[config.mk]
export PLATFORM = sky130hd
export DESIGN_NAME = tof_result_collector
export DESIGN_NICKNAME = d
export VERILOG_FILES = /design/src/rtl/tof_pkg.sv /design/src/rtl/tof_result_fifo.sv /design/src/rtl/tof_result_collector.sv
export SDC_FILE = /design/constraint.sdc
export NUM_CORES = 1
export LEC_CHECK = 0
export ABC_CLOCK_PERIOD_IN_PS = 2950
export CORE_ASPECT_RATIO = 0.5
export CORE_MARGIN = 5
export CORE_UTILIZATION = 27
export DETAILED_ROUTE_END_ITERATION = 7
export PLACE_DENSITY = 0.49
export SLEW_MARGIN = 10
export SYNTH_ARGS = -nofsm -noshare
export SYNTH_HDL_FRONTEND = slang
export SYNTH_SLANG_ARGS = --single-unit
[constraint.sdc]
create_clock -name clk -period 2.95 [get_ports clk]
set_clock_uncertainty 0.1 [all_clocks]
set_input_delay 0.885 -clock clk [delete_from_list [all_inputs] [get_ports clk]]
set_output_delay 0.885 -clock clk [all_outputs]
set_load 0.05 [all_outputs]
[src/rtl/tof_pkg.sv]
// tof_pkg: shared defaults, result-word layout and collector state for the ToF result path
package tof_pkg;
  localparam int DEF_NB_OF_SENSORS = 8;
  localparam int DEF_DATA_W = 22;
  localparam int SNS_W = 3;
  localparam int RESULT_W = SNS_W + DEF_DATA_W;
  localparam int SNS_LSB = DEF_DATA_W;
  localparam int DIST_LSB = 0;
  localparam int DIST_W = 16;
  typedef enum logic [2:0] {S_IDLE, S_SELECT, S_CAPTURE, S_ACK, S_SETTLE} state_t;
endpackage

[src/rtl/tof_result_fifo.sv]
// tof_result_fifo: single-clock FIFO with level output; storage is reset so the head reads zero
module tof_result_fifo #(
  parameter int W = 25,
  parameter int DEPTH = 16,
  localparam int AW = $clog2(DEPTH)
) (
  input  logic          clk,
  input  logic          rst_n,
  input  logic          i_push,
  input  logic [W-1:0]  i_din,
  input  logic          i_pop,
  output logic [W-1:0]  o_dout,
  output logic          o_empty,
  output logic          o_full,
  output logic [AW:0]   o_level
);
  logic [W-1:0] r_mem [DEPTH];
  logic [AW-1:0] r_wr, r_rd;
  logic [AW:0] r_level;
  logic w_push, w_pop;
  assign o_empty = r_level == '0;
  assign o_full = r_level == (AW+1)'(DEPTH);
  // full/empty are judged at the start of the cycle, so a push while full is dropped even with a pop
  assign w_push = i_push && !o_full;
  assign w_pop = i_pop && !o_empty;
  assign o_dout = r_mem[r_rd];
  assign o_level = r_level;
  always_ff @(posedge clk or negedge rst_n)
    if (!rst_n) begin
      r_wr <= '0;
      r_rd <= '0;
      r_level <= '0;
      for (int i = 0; i < DEPTH; i++) r_mem[i] <= '0;
    end else begin
      if (w_push) begin
        r_mem[r_wr] <= i_din;
        r_wr <= r_wr + 1'b1;
      end
      if (w_pop) r_rd <= r_rd + 1'b1;
      r_level <= r_level + (AW+1)'(w_push) - (AW+1)'(w_pop);
    end
endmodule

[src/rtl/tof_result_collector.sv]
// tof_result_collector: round-robin drains per-sensor ToF results into a tagged FIFO
module tof_result_collector
  import tof_pkg::*;
#(
  parameter int NB_OF_SENSORS = DEF_NB_OF_SENSORS,
  parameter int FIFO_DEPTH = 16,
  parameter int DATA_W = DEF_DATA_W
) (
  input  logic                          clk,
  input  logic                          reset,
  input  logic [NB_OF_SENSORS-1:0]      ready_in,
  input  logic [DATA_W-1:0]             data_in,
  output logic [2:0]                    tof_index,
  output logic                          index_valid,
  output logic [SNS_W+DATA_W-1:0]       out_data,
  output logic                          out_valid,
  input  logic                          out_ready,
  output logic [$clog2(FIFO_DEPTH):0]   fifo_level,
  output logic [15:0]                   overflow_cnt
);
  state_t r_state;
  logic [2:0] r_tof_index, r_rr;
  logic r_index_valid;
  logic [15:0] r_ovf;
  logic [NB_OF_SENSORS-1:0] w_rot;
  logic [3:0] w_off, w_sum;
  logic [2:0] w_pick;
  logic w_full, w_empty, w_push;
  // rotate so bit 0 is rr_ptr, find the lowest set offset, then rotate back
  always_comb begin
    w_rot = NB_OF_SENSORS'({ready_in, ready_in} >> r_rr);
    w_off = '0;
    for (int k = NB_OF_SENSORS-1; k >= 0; k--) w_off = w_rot[k] ? 4'(k) : w_off;
    w_sum = {1'b0, r_rr} + w_off;
    w_pick = 3'(w_sum >= 4'(NB_OF_SENSORS) ? w_sum - 4'(NB_OF_SENSORS) : w_sum);
  end
  assign w_push = r_state == S_CAPTURE;
  always_ff @(posedge clk or negedge reset)
    if (!reset) begin
      r_state <= S_IDLE;
      r_rr <= '0;
      r_tof_index <= '0;
      r_index_valid <= 1'b0;
      r_ovf <= '0;
    end else begin
      r_index_valid <= r_state == S_CAPTURE;
      case (r_state)
        S_IDLE: if (|ready_in) begin
          r_tof_index <= w_pick;
          r_state <= S_SELECT;
        end
        S_SELECT: r_state <= S_CAPTURE;
        S_CAPTURE: begin
          r_ovf <= (w_full && r_ovf != 16'hFFFF) ? r_ovf + 16'd1 : r_ovf;
          r_state <= S_ACK;
        end
        S_ACK: r_state <= S_SETTLE;
        S_SETTLE: begin
          r_rr <= (r_tof_index == 3'(NB_OF_SENSORS-1)) ? 3'd0 : r_tof_index + 3'd1;
          r_state <= S_IDLE;
        end
        default: r_state <= S_IDLE;
      endcase
    end
  tof_result_fifo #(.W(SNS_W+DATA_W), .DEPTH(FIFO_DEPTH)) u_fifo (
    .clk(clk),
    .rst_n(reset),
    .i_push(w_push),
    .i_din({r_tof_index, data_in}),
    .i_pop(out_ready),
    .o_dout(out_data),
    .o_empty(w_empty),
    .o_full(w_full),
    .o_level(fifo_level)
  );
  assign tof_index = r_tof_index;
  assign index_valid = r_index_valid;
  assign out_valid = !w_empty;
  assign overflow_cnt = r_ovf;
endmodule

==> flow_summary.ini <==
[status]
status = finished with violations
violations = negative setup slack

[sta]
tightest_slew_ns = 0.6275
fin_crit_sh = 1.219
grt_setup_unrepaired = true
max_clock_freq_ghz = 0.2780
tns_ns = -14.68
setup_viol = 25
setup_ws_ns = -0.6473
slew_viol_final = 0
worst_slew_margin_rel = 0.5817
finalHoldViolCount = 0
min_period_ns = 3.597

[placement]
dpl_cell_area_um2 = 23090
dp.cells = 2401
portBuffers = 83
gp_congestion = 0.7434
hpwl_mm = 31.13

[global_route]
grt_pass1_vias = 12490
grt_max_degree = 56
grt-ovfl-total = 0
grt_pass1_wl_mm = 79.44
grt_usage = 0.1265
antenna_found_initial = 0

[floorplan]
core_area_um2 = 75150
rows = 71
die-width_um = 399.6
die-area_um2 = 81830
die_h_um = 204.8
io_pins = 84
initial_core_util = 0.2726

[drt]
num_vias = 11590
routed_wl_mm = 51.01
postRouteAntennaNets = 0
avgViaCountPerCell = 4.645
drtIter0Drc = 558
wire_per_inst_um = 20.44
drt_first_pass_iters = 4
drc = 0

[final_layout]
areaGrowthSynthToFinish_pct = 21.84
final_nets = 1489
antennaDiodeCount = 0
utilization = 0.3322
instances_no_fill = 2495
drive_above_1_share = 0.5221
fin_area_um2 = 24960

[hold_path]
hp-class = in2async

[pwr]
power_frac_clock = 0.193
p_comb_frac = 0.458
peakVddDrop_mv = 0.5430
power_switching_mw = 10.12
p_leak_nw = 10.39
switching_share = 0.3382
seqPwrFrac = 0.349
pwr_density_cell_nw_per_um2 = 1199
p_int_mw = 19.81

[synthesis]
yosys.area.top_type_share = 0.5362
ys.flop_type = dfrtp_1
synth.area.top_cells = dfrtp_1, mux2_2, mux4_2
synth_edf_count = 0
ys_seq_elements = 439
async_reset_ff_frac = 1.000
netlist_area_um2 = 20490
ys_types = 56
yosysMostFrequentCell = dfrtp_1
seq_area_frac_synth = 0.5362
yosysWarnings = 0
synth_top_area_cell = dfrtp_1
synth_common_cells = dfrtp_1, mux2_2, mux4_2
synth_cells = 1294
synth.avg_cell_area_um2 = 15.83
synthesis.nets = 1344

[worst_setup_path]
cp-start-kind = flip-flop
reg2reg_depth = 14
required_ns = 1.97
end_kind = output pin
rrSetupSlack_ns = 0.16
cp_slowest_stage_delay_ns = 0.57
r2r_end = tof_index[2]
cp_top_family = multiplexers
critPathSlowestCell = mux4_2
crit_path_cell_trace = buf_12, buf_12, mux4_2, mux4_2, buf_6
crit_type = reg2out
crit_fanout = 8
worstPathArrival_ns = 2.61
r2r_start = r_rr[0]
path_buf_inv = 3

[clock_network]
cts_tree = yes
clockBufferDepth = 3
h-tree-depth = 2
cts-root-buf = clkbuf_16
cts.sinks = 439
path_clk_slew_ns = 0.06
cts_inserted_buffers = 46
clk_latency_ns = 0.56

[flow_run]
drv_cap = 0
## through the flow
stage / total power, mW / hold slack [ns] / setup slack (ns)
2_1_floorplan: 19.83 / 0.3427 / -0.1347
3_3_place_gp: 23.49 / 0.3690 / -0.6551
3_5_place_dp: 23.66 / 0.3768 / -0.6698
4_1_cts: 30.26 / 0.1404 / -0.7055
5_1_grt: 31.76 / 0.1676 / -0.7101
6_report: 29.93 / 0.1549 / -0.6473
## repair_timing
item / in CTS / in global routing
buffers inserted: 3 / 6
hold endpoints to repair: 0 / 0
setup endpoints to repair: 26 / 28
pin swaps: 0 / 7
hold buffers: 0 / 0
gates resized for setup: 41 / 29
cloned: 2 / 2
## power by group through the flow
| stage | Clock (mW) | Sequential [mW] | Combinational (mW) |
|---|---|---|---|
| finish | 5.77 | 10.4 | 13.7 |
| global route | 6.23 | 10.8 | 14.8 |
| CTS | 5.98 | 10.4 | 13.9 |
| detailed placement | 0 | 10.6 | 13.1 |
| global placement | 0 | 10.5 | 12.9 |
| floorplan | 0 | 10.2 | 9.65 |
## registers in the layout (all words and copies together), names as in the netlist
signal          cells
u_fifo.r_mem      400
tof_index           3
u_fifo.o_level      5
index_valid         1
overflow_cnt       16
r_state             3
u_fifo.r_wr         4
u_fifo.r_rd         4
r_rr                3
## worst max-delay path by stage
stage / startpoint / end / slack, ns / depth (start not counted)
2_1_floorplan: u_fifo.o_level[2] / u_fifo.o_level[4] / -0.13 / 15
3_3_place_gp: ready_in[2] / tof_index[2] / -0.66 / 11
3_5_place_dp: ready_in[2] / tof_index[2] / -0.67 / 11
4_1_cts: u_fifo.r_rd[0] / out_data[7] / -0.71 / 5
5_1_grt: u_fifo.r_rd[0] / out_data[23] / -0.71 / 5
6_report: u_fifo.r_rd[0] / out_data[23] / -0.65 / 5
## layer usage
metal / up-vias / GRT usage / wire, um
met5: - / 0 / 0
met2: 136 / 0.2054 / 24280
li1: 5138 / - / -
met1: 6263 / 0.1818 / 24730
met3: 53 / 0.01565 / 1161
met4: 0 / 0.02819 / 844
## worst register-to-register path, cell delays in order, from the launching register on
cell and delay (ns):
dfrtp_2 0.47, buf_6 0.16, buf_4 0.15, nand2_4 0.06
and3_4 0.17, o21ai_1 0.07, o2111ai_1 0.11, a32oi_1 0.13
a31oi_1 0.20, ha_2 0.20, inv_1 0.05, fa_2 0.33
xor2_1 0.15, and3_1 0.14, o31ai_1 0.22
## cells in the final DEF (no fill, tap or decap), types with 10 or more instances in the layout
master and instances:
a21oi_1 11, buf_12 28, buf_4 81, buf_6 23
clkbuf_1 18, clkbuf_16 49, clkdlybuf4s50_1 45, dfrtp_1 431
ha_1 14, inv_1 16, mux2_1 14, mux2_2 383
mux4_2 125, nand2_1 27, nand2_2 12, nand3_1 12
nand4_1 10, nor2_1 16, xnor2_1 21
## layout make-up
type / instances / area [um2]
clock inverters: 9 / 123.9
fillers: 7345 / 50190
flip-flops and latches: 439 / 11000
multi-input cells: 739 / 8964
clock buffers: 73 / 1354
well taps: 1022 / 1279
inverters: 18 / 67.56
repair buffers: 195 / 2176
## cell families after synthesis
logic type      count (synthesis)  synth area share
mux                           534            0.3632
flops                         439            0.5362
buf+inv                       116           0.02949
simple gates                  114           0.03279
compound gates                 47           0.01576
xor+xnor                       27           0.01154
fa+ha+maj                      17           0.01111
No activity file was read; power rests on OpenSTA's default activity.
